`config.mk`:
```
export PLATFORM = sky130hd
export DESIGN_NAME = gpi_edge_core
export DESIGN_NICKNAME = d
export VERILOG_FILES = /design/src/rtl/gpi_edge_core.sv
export SDC_FILE = /design/constraint.sdc
export NUM_CORES = 1
export LEC_CHECK = 0
export ABC_AREA = 1
export ABC_CLOCK_PERIOD_IN_PS = 2150
export CORE_MARGIN = 1.5
export CORE_UTILIZATION = 48
export CTS_CLUSTER_SIZE = 25
export DETAILED_ROUTE_END_ITERATION = 6
export HOLD_SLACK_MARGIN = 0.03
export PLACE_DENSITY_LB_ADDON = 0.25
export SLEW_MARGIN = 20
export SYNTH_ARGS = -nofsm -noshare
export SYNTH_HDL_FRONTEND = slang
export SYNTH_SLANG_ARGS = --single-unit
```
`constraint.sdc`:
```
create_clock -name clk -period 2.15 [get_ports clk]
set_input_delay 0.645 -clock clk [delete_from_list [all_inputs] [get_ports clk]]
set_output_delay 0.645 -clock clk [all_outputs]
set_load 0.02 [all_outputs]
```
`src/rtl/gpi_edge_core.sv`:
```
`timescale 1ns/1ps
// ---------------------------------------------------------------------------
// gpi_edge_core
//   General-purpose input slot core. Brings DATA_WIDTH asynchronous inputs
//   into the clock domain through a two-flop synchroniser. It captures
//   per-bit rising/falling edges into a sticky W1C register. It raises a
//   maskable level interrupt. It exposes six word registers on the slot
//   interface:
//     0 DATA (RO)   1 EDGE (R/W1C)   2 RISE_EN   3 FALL_EN   4 MASK
//     5 STATUS (RO, EDGE & MASK)     6..31 read 0, writes ignored
//
//   Optional build macro GPI_DEBOUNCE_EN:
//     Defining it inserts a tick-based debounce filter between the
//     synchroniser and the edge detector. A new level is accepted only after
//     DB_COUNT consecutive mismatching samples, taken every DB_TICK_DIV
//     cycles. Without it, the filtered level is the synchroniser output and
//     the DB_* parameters have no effect.
//
// Parameters
//   DATA_WIDTH   number of input bits (1..32)
//   DB_TICK_DIV  debounce sample period in clk cycles
//   DB_COUNT     consecutive equal samples needed to accept a level
//
// Ports
//   clk       in   system clock, rising edge
//   reset_n   in   asynchronous active-low reset
//   cs        in   slot select
//   read      in   read strobe (reads have no side effects)
//   write     in   write strobe, effective when cs && write
//   reg_addr  in   [4:0] word register address
//   wr_data   in   [31:0] write data, bits above DATA_WIDTH ignored
//   rd_data   out  [31:0] combinational read data, zero-extended
//   irq       out  registered level interrupt
//   data_in   in   [DATA_WIDTH-1:0] asynchronous external inputs
// ---------------------------------------------------------------------------
module gpi_edge_core #(
    parameter int DATA_WIDTH  = 16,
    parameter int DB_TICK_DIV = 50000,
    parameter int DB_COUNT    = 4
) (
    input  logic                  clk,
    input  logic                  reset_n,
    input  logic                  cs,
    input  logic                  read,
    input  logic                  write,
    input  logic [4:0]            reg_addr,
    input  logic [31:0]           wr_data,
    output logic [31:0]           rd_data,
    output logic                  irq,
    input  logic [DATA_WIDTH-1:0] data_in
);

    localparam int DW = DATA_WIDTH;

    localparam logic [4:0] ADDR_DATA    = 5'd0;
    localparam logic [4:0] ADDR_EDGE    = 5'd1;
    localparam logic [4:0] ADDR_RISE_EN = 5'd2;
    localparam logic [4:0] ADDR_FALL_EN = 5'd3;
    localparam logic [4:0] ADDR_MASK    = 5'd4;
    localparam logic [4:0] ADDR_STATUS  = 5'd5;

    // Place a DATA_WIDTH-bit register value into the low bits of a read word.
    function automatic logic [31:0] zext(input logic [DW-1:0] v);
        logic [31:0] r;
        r = 32'h0000_0000;
        r[DW-1:0] = v;
        return r;
    endfunction

    logic [DW-1:0] sync1_r;
    logic [DW-1:0] sync2_r;
    logic [DW-1:0] filtered_s;
    logic [DW-1:0] prev_r;
    logic [DW-1:0] edge_r;
    logic [DW-1:0] rise_en_r;
    logic [DW-1:0] fall_en_r;
    logic [DW-1:0] mask_r;
    logic          irq_r;

    logic          wr_en_s;
    logic [DW-1:0] wr_val_s;
    logic [DW-1:0] clr_s;
    logic [DW-1:0] rise_s;
    logic [DW-1:0] fall_s;
    logic [DW-1:0] edge_nxt_s;
    logic [DW-1:0] rise_en_nxt_s;
    logic [DW-1:0] fall_en_nxt_s;
    logic [DW-1:0] mask_nxt_s;

    // Two-flop synchroniser for the asynchronous inputs.
    always_ff @(posedge clk or negedge reset_n) begin
        if (!reset_n) begin
            sync1_r <= {DW{1'b0}};
            sync2_r <= {DW{1'b0}};
        end else begin
            sync1_r <= data_in;
            sync2_r <= sync1_r;
        end
    end

`ifdef GPI_DEBOUNCE_EN
    localparam int TICK_W = (DB_TICK_DIV > 1) ? $clog2(DB_TICK_DIV) : 1;
    localparam int CNT_W  = (DB_COUNT > 1) ? $clog2(DB_COUNT) : 1;
    localparam logic [TICK_W-1:0] TICK_LAST = TICK_W'(DB_TICK_DIV - 1);
    localparam logic [CNT_W-1:0]  CNT_LAST  = CNT_W'(DB_COUNT - 1);

    logic [TICK_W-1:0] tick_cnt_r;
    logic              tick_s;
    logic [CNT_W-1:0]  db_cnt_r [DW];
    logic [CNT_W-1:0]  db_cnt_nxt_s [DW];
    logic [DW-1:0]     filtered_r;
    logic [DW-1:0]     filtered_nxt_s;
    logic              unused_s;

    assign unused_s = &{1'b0, read};

    // Sample strobe: one cycle high each time the free-running counter wraps.
    always_comb begin
        tick_s = (tick_cnt_r == TICK_LAST);
    end

    // Free-running debounce sample counter.
    always_ff @(posedge clk or negedge reset_n) begin
        if (!reset_n) begin
            tick_cnt_r <= {TICK_W{1'b0}};
        end else if (tick_s) begin
            tick_cnt_r <= {TICK_W{1'b0}};
        end else begin
            tick_cnt_r <= tick_cnt_r + TICK_W'(1);
        end
    end

    // Per-bit agreement counter. The new level is accepted on the tick that
    // would take the counter past DB_COUNT-1 while the mismatch persists.
    always_comb begin
        filtered_nxt_s = filtered_r;
        for (int i = 0; i < DW; i++) begin
            db_cnt_nxt_s[i] = db_cnt_r[i];
            if (tick_s) begin
                if (sync2_r[i] != filtered_r[i]) begin
                    if (db_cnt_r[i] == CNT_LAST) begin
                        filtered_nxt_s[i] = sync2_r[i];
                        db_cnt_nxt_s[i]   = {CNT_W{1'b0}};
                    end else begin
                        db_cnt_nxt_s[i]   = db_cnt_r[i] + CNT_W'(1);
                    end
                end else begin
                    db_cnt_nxt_s[i] = {CNT_W{1'b0}};
                end
            end else begin
                db_cnt_nxt_s[i] = db_cnt_r[i];
            end
        end
    end

    // Debounce state registers.
    always_ff @(posedge clk or negedge reset_n) begin
        if (!reset_n) begin
            filtered_r <= {DW{1'b0}};
            for (int i = 0; i < DW; i++) begin
                db_cnt_r[i] <= {CNT_W{1'b0}};
            end
        end else begin
            filtered_r <= filtered_nxt_s;
            for (int i = 0; i < DW; i++) begin
                db_cnt_r[i] <= db_cnt_nxt_s[i];
            end
        end
    end

    assign filtered_s = filtered_r;
`else
    logic unused_s;

    // Debounce parameters only matter when the filter is built.
    assign unused_s = &{1'b0, read, (DB_TICK_DIV > 0), (DB_COUNT > 0)};

    assign filtered_s = sync2_r;
`endif

    generate
        if (DW < 32) begin : g_wr_hi
            logic unused_hi_s;
            assign unused_hi_s = &{1'b0, wr_data[31:DW]};
        end
    endgenerate

    // Edge detection, W1C clear mask and next values of the writable registers.
    // A capture in the same cycle as a W1C of that bit keeps the bit set.
    always_comb begin
        wr_en_s       = cs & write;
        wr_val_s      = wr_data[DW-1:0];
        rise_s        = filtered_s & ~prev_r;
        fall_s        = ~filtered_s & prev_r;
        clr_s         = {DW{1'b0}};
        rise_en_nxt_s = rise_en_r;
        fall_en_nxt_s = fall_en_r;
        mask_nxt_s    = mask_r;
        if (wr_en_s) begin
            case (reg_addr)
                ADDR_EDGE:    clr_s         = wr_val_s;
                ADDR_RISE_EN: rise_en_nxt_s = wr_val_s;
                ADDR_FALL_EN: fall_en_nxt_s = wr_val_s;
                ADDR_MASK:    mask_nxt_s    = wr_val_s;
                default:      clr_s         = {DW{1'b0}};
            endcase
        end else begin
            clr_s = {DW{1'b0}};
        end
        edge_nxt_s = (edge_r & ~clr_s) | (rise_s & rise_en_r) | (fall_s & fall_en_r);
    end

    // Edge history, capture/control registers and the registered interrupt.
    // prev restarts at 0 so the first post-reset cycle never sees stale levels.
    always_ff @(posedge clk or negedge reset_n) begin
        if (!reset_n) begin
            prev_r    <= {DW{1'b0}};
            edge_r    <= {DW{1'b0}};
            rise_en_r <= {DW{1'b0}};
            fall_en_r <= {DW{1'b0}};
            mask_r    <= {DW{1'b0}};
            irq_r     <= 1'b0;
        end else begin
            prev_r    <= filtered_s;
            edge_r    <= edge_nxt_s;
            rise_en_r <= rise_en_nxt_s;
            fall_en_r <= fall_en_nxt_s;
            mask_r    <= mask_nxt_s;
            irq_r     <= |(edge_r & mask_r);
        end
    end

    // Read mux; the slot-level MMIO mux handles selection, so cs/read do not gate it.
    always_comb begin
        case (reg_addr)
            ADDR_DATA:    rd_data = zext(filtered_s);
            ADDR_EDGE:    rd_data = zext(edge_r);
            ADDR_RISE_EN: rd_data = zext(rise_en_r);
            ADDR_FALL_EN: rd_data = zext(fall_en_r);
            ADDR_MASK:    rd_data = zext(mask_r);
            ADDR_STATUS:  rd_data = zext(edge_r & mask_r);
            default:      rd_data = 32'h0000_0000;
        endcase
    end

    assign irq = irq_r;

endmodule

```
## Word-level counts from Yosys, hierarchy flattened

Cells that the tools add are included.

| word-level totals | value |
|---|---|
| register bits | 113 |
| latch bits | 0 |
| memory bits (writable) | 0 |
| ROM bits | 0 |
| input port bits | 58 |
| output and inout bits | 33 |
| logic and storage cells | 33 |
| memories | 0 |

| operators by class | value |
|---|---|
| $add $sub $neg | 0 |
| $mul | 0 |
| div/mod/pow operators | 0 |
| order comparisons | 0 |
| equality and inequality tests | 5 |
| shift operators | 0 |
| muxes and demuxes | 3 |
| bitwise operators | 12 |
| reduce and logical (&&, ||, !) cells | 5 |

Operators by type and width:

| cell | number |
|---|---|
| bitwise AND 16 bit | 6 |
| one-hot mux 16 bit (6 select lines) | 1 |
| NOT 16 bit | 3 |
| 2-to-1 mux 16 bit | 2 |
| bitwise OR 16 bit | 2 |
| OR reduction 16 bit | 1 |
| equality test 5 x 2 -> 1 bit, second input constant | 2 |
| equality test 5 x 3 -> 1 bit, second input constant | 2 |
| AND reduction 2 bit | 3 |
| equality test 5 x 1 -> 1 bit, second input constant | 1 |
| logical NOT 5 bit | 1 |
| bitwise AND 1 bit | 1 |

## Longest topological paths before layout

Gate-level depths: netlist of run 1.

| depth | value |
|---|---|
| depth in word-level cells | 7 |
| gate-level depth with buffers | 9 |
| gate-level depth less buffers | 7 |

## Worst setup path after synthesis of run 1

Ideal clock, no wire load.

| timing | value |
|---|---|
| kind | input to output |
| start point | input port reg_addr[0] |
| end point | output port rd_data[12] |
| arrival | 1.667 ns |
| path slack | -0.162 ns |
| stages on the path | 9 |
| path buffers | 2 |
| cell sequence | buf_4 -> nor2_4 -> nand2_1 -> nor2_2 -> buf_4 -> nand2_1 -> nand2_1 -> inv_1 -> nand2_1 |

| on the way | value |
|---|---|
| word-level cells in the longest chain between the ends | 2 |

RTL lines:

| item | RTL line | source |
|---|---|---|
| from (decl) | 46 | `input logic [4:0] reg_addr,` |
| equality test 5 x 3 -> 1 bit, or another cell as far along | 235 | `case (reg_addr)` |
| one-hot mux 16 bit (6 select lines) * | 235 |  |
| to (decl) | 48 | `output logic [31:0] rd_data,` |

Mark *: on every way between the ends. The rest lies on a longest branch, timed or not.

## Final worst setup path of run 1

| timing | value |
|---|---|
| start point | input port reg_addr[2] |
| end point | output port rd_data[11] |

The elaborated chain is that of the path after synthesis.

==> key figures, run 1 <==
STA
  – Final hold vios: 0
  – RSZ-0062 raised after global routing: true
  – Fin crit period: 2.32 ns
  – Fin Setup TNS: -2.22 ns
  – Slew Viols, Final: 0
  – Worst hold slack: just over 0.05 ns
  – Setup ws final: -0.172 ns
  – FMAX: between 0.4 and 0.5 GHz
  – Setup-failing EPs final: 16
  – Clock Skews: 0.00577 ns
  – Final critical-path share of the clock period: 108%

Clocking
  – CTS Buffer Depth: 2
  – CTS tree: built
  – Clock Pin Slew Worst Setup and Hold Paths: 0.05 ns
  – Htree depth: 4
  – Clk_lat worst skew: ~0.53 ns
  – Num CTS Buffers: 17
  – Clock Sinks: 113
  – Clock Root Buffer: clkbuf_8

Setup path
  – Crit-path max FO: 16
  – CP Class: primary input to output pin
  – Crit path launch type: primary input
  – Most common cell on crit path: nand2_1
  – Worst setup EP type: output pin
  – Worst EP required: around 1.5 ns
  – Slowest stage cell on the critical path: nor2_4
  – Worst-path cell chain: buf_8 -> nor2_4 -> buf_4 -> buf_12 -> nand4_1 -> nand2_1 -> nor2_1 -> nand2_1 -> buf_6
  – Crit path DAT: 1.68 ns
  – Critical Path Max Stage Delay: roughly 0.18 ns

Routing
  – First-pass DRT Iterations: 5
  – Vias per Instance: 5.54
  – DRC viols: 0
  – Total wire length: between 15000 and 20000 um
  – Via count: 4991
  – Routed len/inst: 16.8 um
  – Initial DRC count: ~460
  – Post-route ant nets: 0

Place
  – Gpl congestion: ~0.88
  – Pre-CTS setup slack: -1.10 ns
  – Placed cell count: between 800 and 900
  – Port bufs: 57
  – Dpl hpwl: between 9000 and 10000 um

Synthesis
  – Commonest cells post-synth: 192 x nand2_1, 113 x dfrtp_1, 70 x nand4_1, 61 x inv_1, 58 x o21ai_1
  – Post-synthesis instance total: between 600 and 700
  – Synth warnings: 0
  – Area contributors post-synth: dfrtp_1 54%, nand2_1 14%, nand4_1 8.3%
  – Yosys top cell by area: dfrtp_1
  – Synthesized area: around 5300 um2
  – Synth unique cells: 19
  – Sequential share of the synthesized area: 53.6%
  – Flops & latches, synth: 113
  – Mean post-synth cell area: a little over 8 um2
  – Most frequent cell after synthesis: nand2_1
  – Async S/R FF share, synth: between 90% and 100%
  – Share of the synthesized area in the top cell type: a little over half
  – Number of synthesized flops with an enable pin: 0
  – Prevailing post-synth register cell: dfrtp_1

Die
  – CORE AREA: around 11000 um2
  – Starting density of the core: 48.9%
  – Die H: ~110 um
  – Die X: around 110 um
  – Rows: 38
  – I/O pin cnt: a little over 90
  – Die area: around 12000 um2

Global routing
  – Global-route wire length before repair: between 20000 and 25000 um
  – Total track usage: 28.4%
  – Largest net degree at the start of global routing: 39
  – Initial antenna violation count: 0
  – Vias in the first global route: between 4000 and 5000
  – Grt ovf: 0

Finish
  – Layout cells sized above 1: approximately 22%
  – Inserted Diodes: 0
  – Area growth syn-to-layout: 37.7%
  – Fin nets: around 810
  – Final cell count without fillers: 901
  – Fill count: 866

Pwr
  – Post-layout power: 6.19 mW
  – Leak pwr: roughly 3.6 nW
  – Worst IR drop on VDD: a little over 0.6 mV
  – Power Density: 851 nW/um2

Job
  – Max-cap viol count: 0

Run status
  – Status: finished with violations
  – Failing checks: negative setup slack

Hold path
  – Hold Path Class: primary input to asynchronous set/reset pin
## power by group
group          internal (mW)  total (mW)  switching [mW]
clock network           1.97        2.95           0.974
registers               2.33        2.49           0.159
logic                  0.324       0.756           0.432
total                   4.62        6.19            1.56
## what timing repair did
action	4_1_cts	5_1_grt
resized for setup	156	26
cloned	3	0
endpoints found under the hold margin	0	0
hold buffers	0	0
pin swaps	16	7
setup endpoints to repair	16	16
buffers inserted	4	5
## layout make-up
| class | instances | area (um2) | share of cell area, % |
|---|---|---|---|
| Clock buffer | 23 | 467 | 6.42 |
| Clock inverter | 9 | 154 | 2.12 |
| Inverter | 67 | 254 | 3.49 |
| Multi-Input combinational cell | 434 | 2130 | 29.3 |
| Sequential cell | 113 | 2830 | 38.9 |
| Tap cell | 140 | 175 | 2.41 |
| Timing Repair Buffer | 115 | 1260 | 17.4 |
## flip-flops by register name (all words and copies together), names as in the netlist
signal,count
irq,1
edge_r,16
filtered_s,16
fall_en_r,16
prev_r,16
sync1_r,16
rise_en_r,16
mask_r,16
## per-stage QoR
stage	utilization (%)	cell area [um2]
floorplan	-	5400
global placement	58.7	6330
detailed placement	58.7	6330
CTS	66.5	7180
global route	67.4	7270
finish	67.4	7270
## placed cells by master (no fill, tap or decap), types with 2 or more instances in the layout
cell             count
buf_12              14
buf_4               40
buf_6               23
bufinv_16            4
clkbuf_1             3
clkbuf_16           16
clkbuf_8             4
clkdlybuf4s50_1     35
clkinv_2             2
clkinvlp_4           2
conb_1              16
dfrtp_1            113
inv_1               59
inv_2                7
nand2_1            162
nand2_2             27
nand2_4              3
nand3_1             47
nand4_1             70
nor2_1              26
nor2_2               9
nor2_4               6
o2111ai_1            2
o21ai_0              6
o21ai_1             58
## worst paths after layout
kind	start	endpoint	slack (ns)	cells past startpoint
setup / recovery	reg_addr[2]	rd_data[11]	-0.17	9
hold / removal	reset_n	filtered_s[7]$_DFF_PN0_	0.05	1
setup reg to reg	edge_r[14]$_DFF_PN0_	irq$_DFF_PN0_	1.17	4
hold reg to reg	sync1_r[1]$_DFF_PN0_	filtered_s[1]$_DFF_PN0_	0.34	0
max in group asynchronous	reset_n	rise_en_r[0]$_DFFE_PN0P_	1.54	2
min in group clk	sync1_r[1]$_DFF_PN0_	filtered_s[1]$_DFF_PN0_	0.34	0
## metal layers
| metal | global-route usage, % | routed length [um] | vias up |
|---|---|---|---|
| li1 | - | - | 2310 |
| met1 | 37.6 | 6100 | 2386 |
| met2 | 44.7 | 7350 | 263 |
| met3 | 6.72 | 1270 | 32 |
| met4 | 12.1 | 377 | 0 |
| met5 | 0 | 0 | - |
## cells by family (layout without fill, tap and decap cells)
group | count (synthesis) | count (layout) | synth area share [%]
and+or+nand+nor | 352 | 352 | 30.3
other | 1 | 16 | 0.0710
buffers and inverters | 115 | 214 | 9.72
DFF | 113 | 113 | 53.6
AOI/OAI and AO/OA | 66 | 66 | 6.40
## worst max-delay path, delay by kind of cell
kind | cells | cell delay (ns)
and+or+nand+nor | 5 | 0.51
buffers and inverters | 4 | 0.51
No activity file was read; power rests on OpenSTA's default activity.
==> inputs of run 2 (changes only) <==
RECOVER_POWER = 100   (was not set)
==> run 2 against run 1 <==
Compared with the run above: the flow finishes with violations (max-capacitance violations, max-slew violations, negative setup slack); core utilization decreased by 0.29 points; combinational power decreased by 2%; die area unchanged; critical path depth unchanged; hold slack improved by 0.29 ns; final cell count unchanged; global-route usage unchanged; design area decreased by 0.43%; largest cell class unchanged.
==> key figures, run 2 (synthesized netlist as in run 1, its figures left out) <==
Setup path
  – Crit path launch type: primary input
  – Crit path DAT: 1.68 ns (about the same)
  – CP Class: primary input to output pin
  – Slowest stage cell on the critical path: nor2_4
  – CP delay by family, top: buffers and inverters
  – CP bufs+invs: 4 (unchanged)
  – Crit-path max FO: 16 (unchanged)
  – Worst EP required: 1.50 ns (about the same)
  – R2r worst-path depth: 4 (unchanged)
  – Critical Path Max Stage Delay: 0.18 ns (about the same)
  – Worst setup EP type: output pin
  – Worst-path cell chain: buf_8 -> nor2_4 -> buf_4 -> buf_12 -> nand4_1 -> nand2_1 -> nor2_1 -> nand2_1 -> buf_6
  – R2R setup slack: 1.17 ns (about the same)
  – R2r startpoint: edge_r[14]$_DFF_PN0_
  – Crit Reg-Reg Endpoint: irq$_DFF_PN0_
  – Most common cell on crit path: nand2_1

Routing
  – Via count: 4994 (+0.060%)
  – DRC viols: 0 (unchanged)
  – Routed len/inst: 16.8 um (+0.28%)
  – Post-route ant nets: 0 (unchanged)
  – First-pass DRT Iterations: 7 (+2)
  – Total wire length: 15100 um (+0.28%)
  – Vias per Instance: 5.54 (about the same)
  – Initial DRC count: 465 (+1.5%)

Hold path
  – Hold path depth: 0
  – Hold EP: filtered_s[1]$_DFF_PN0_
  – Hold_sp: sync1_r[1]$_DFF_PN0_
  – Hold Path Class: flop to flop

Finish
  – Final Core Density: 67.1% (-0.29 points)
  – Fill count: 869 (+0.35%)
  – Fin nets: 806 (unchanged)
  – Area growth syn-to-layout: 37.1%
  – Layout cells sized above 1: 21.4% (-0.13 points)
  – Inserted Diodes: 0 (unchanged)
  – Final cell count without fillers: 901 (unchanged)
  – Commonest non-fill, non-tap cell in the layout: nand2_1
  – Most frequent cells in the layout: 162 x nand2_1, 113 x dfrtp_1, 70 x nand4_1, 59 x inv_1, 58 x o21ai_1

Die
  – Die H: 108 um (unchanged)
  – Rows: 38 (unchanged)
  – Die area: 11600 um2 (unchanged)
  – Starting density of the core: 48.9% (unchanged)
  – Die X: 108 um (unchanged)
  – I/O pin cnt: 91 (unchanged)
  – CORE AREA: 10800 um2 (unchanged)

Place
  – Gpl congestion: 0.879 (unchanged)
  – Port bufs: 57 (unchanged)
  – Placed cell count: 858 (unchanged)
  – Dpl hpwl: 9680 um (unchanged)

Global routing
  – Total track usage: 28.4% (unchanged)
  – Vias in the first global route: 4858 (unchanged)
  – Largest net degree at the start of global routing: 39 (unchanged)
  – Grt ovf: 0 (unchanged)
  – Initial antenna violation count: 0 (unchanged)
  – Global-route wire length before repair: 24700 um (unchanged)

Run status
  – Status: finished with violations
  – Failing checks: max-capacitance violations, max-slew violations, negative setup slack

STA
  – Setup-failing EPs final: 16 (unchanged)
  – Fin crit period: 2.32 ns (-0.0000420 ns)
  – FMAX: 0.431 GHz (about the same)
  – Slew margin rel.: -5.17%
  – Final critical-path share of the clock period: 108% (about the same)
  – Fin Setup TNS: -2.21 ns (+0.0153 ns)
  – Final hold vios: 0 (unchanged)
  – RSZ-0062 raised after global routing: true
  – Worst hold slack: 0.345 ns (+0.294 ns)
  – Setup ws final: -0.172 ns (+0.0000420 ns)
  – Clock Skews: 0.00628 ns (+0.000503 ns)
  – Slew Viols, Final: 30 (+30)
  – Slew @ Worst Pin: roughly 1.6 ns

Clocking
  – Clk_lat worst skew: 0.53 ns (about the same)
  – Htree depth: 4 (unchanged)
  – Clock Root Buffer: clkbuf_8
  – Clock Pin Slew Worst Setup and Hold Paths: 0.05 ns (about the same)
  – Cts hold-fix bufs: 0 (unchanged)
  – Num CTS Buffers: 17 (unchanged)
  – Clock Sinks: 113 (unchanged)
  – CTS tree: built
  – CTS Buffer Depth: 2 (unchanged)

Pwr
  – Power Density: 853 nW/um2 (+0.26%)
  – Worst IR drop on VDD: 0.623 mV (-0.12%)
  – Leak pwr: 3.59 nW (-0.27%)

Job
  – Max-cap viol count: 1 (+1)
==> run 2: how the worst max path moves through the flow <==
stage / from / slack [ns] / to / cells past startpoint
after floorplan: reg_addr[0] / -0.02 / rd_data[12] / 9
after global placement: reg_addr[1] / -1.07 / rd_data[0] / 10
after detailed placement: reg_addr[1] / -1.10 / rd_data[2] / 10
after CTS: reg_addr[2] / -0.15 / rd_data[9] / 10
after global routing: reg_addr[2] / -0.24 / rd_data[11] / 9
final: reg_addr[2] / -0.17 / rd_data[11] / 9
==> run 2: cell type report <==
cell class                      instances  area (um2)  area share, %
Clock buffer                           23         467           6.45
Clock inverter                          9         154           2.13
Inverter                               67         254           3.51
Multi-Input combinational cell        434        2130           29.4
Sequential cell                       113        2830           39.1
Tap cell                              140         175           2.42
Timing Repair Buffer                  115        1230           17.0
==> run 2: worst reg2reg max path: stages (launching register included) <==
cell and delay [ns]:
dfrtp_1 0.41, nand2_1 0.13, nand4_1 0.09, nor2_1 0.15
nand2_1 0.08
==> run 2: repair_timing <==
action	4_1_cts	5_1_grt
endpoints found under the setup margin	16	16
cloned	3	0
setup buffers	4	5
endpoints found under the hold margin	0	0
gates resized for setup	156	26
pin swaps	16	7
==> run 2: stage by stage <==
stage	cell area, um2	setup WS (ns)	power, mW
global route	7240	-0.241	6.42
detailed placement	6330	-1.10	3.20
finish	7240	-0.172	6.18
floorplan	5400	-0.0157	2.86
CTS	7180	-0.145	6.19
global placement	6330	-1.07	3.17
==> run 2: per-layer routing <==
| layer | global-route usage (%) | up-vias | part of all wire, % |
|---|---|---|---|
| met2 | 44.7 | 244 | 49 |
| met1 | 37.6 | 2406 | 41 |
| met5 | 0 | - | 0 |
| met4 | 12.1 | 0 | 2.3 |
| li1 | - | 2311 | - |
| met3 | 6.72 | 33 | 7.4 |
==> run 2: power by group <==
part	internal, mW	switching [mW]
Combinational	0.312	0.431
Clock	1.97	0.976
Sequential	2.33	0.159
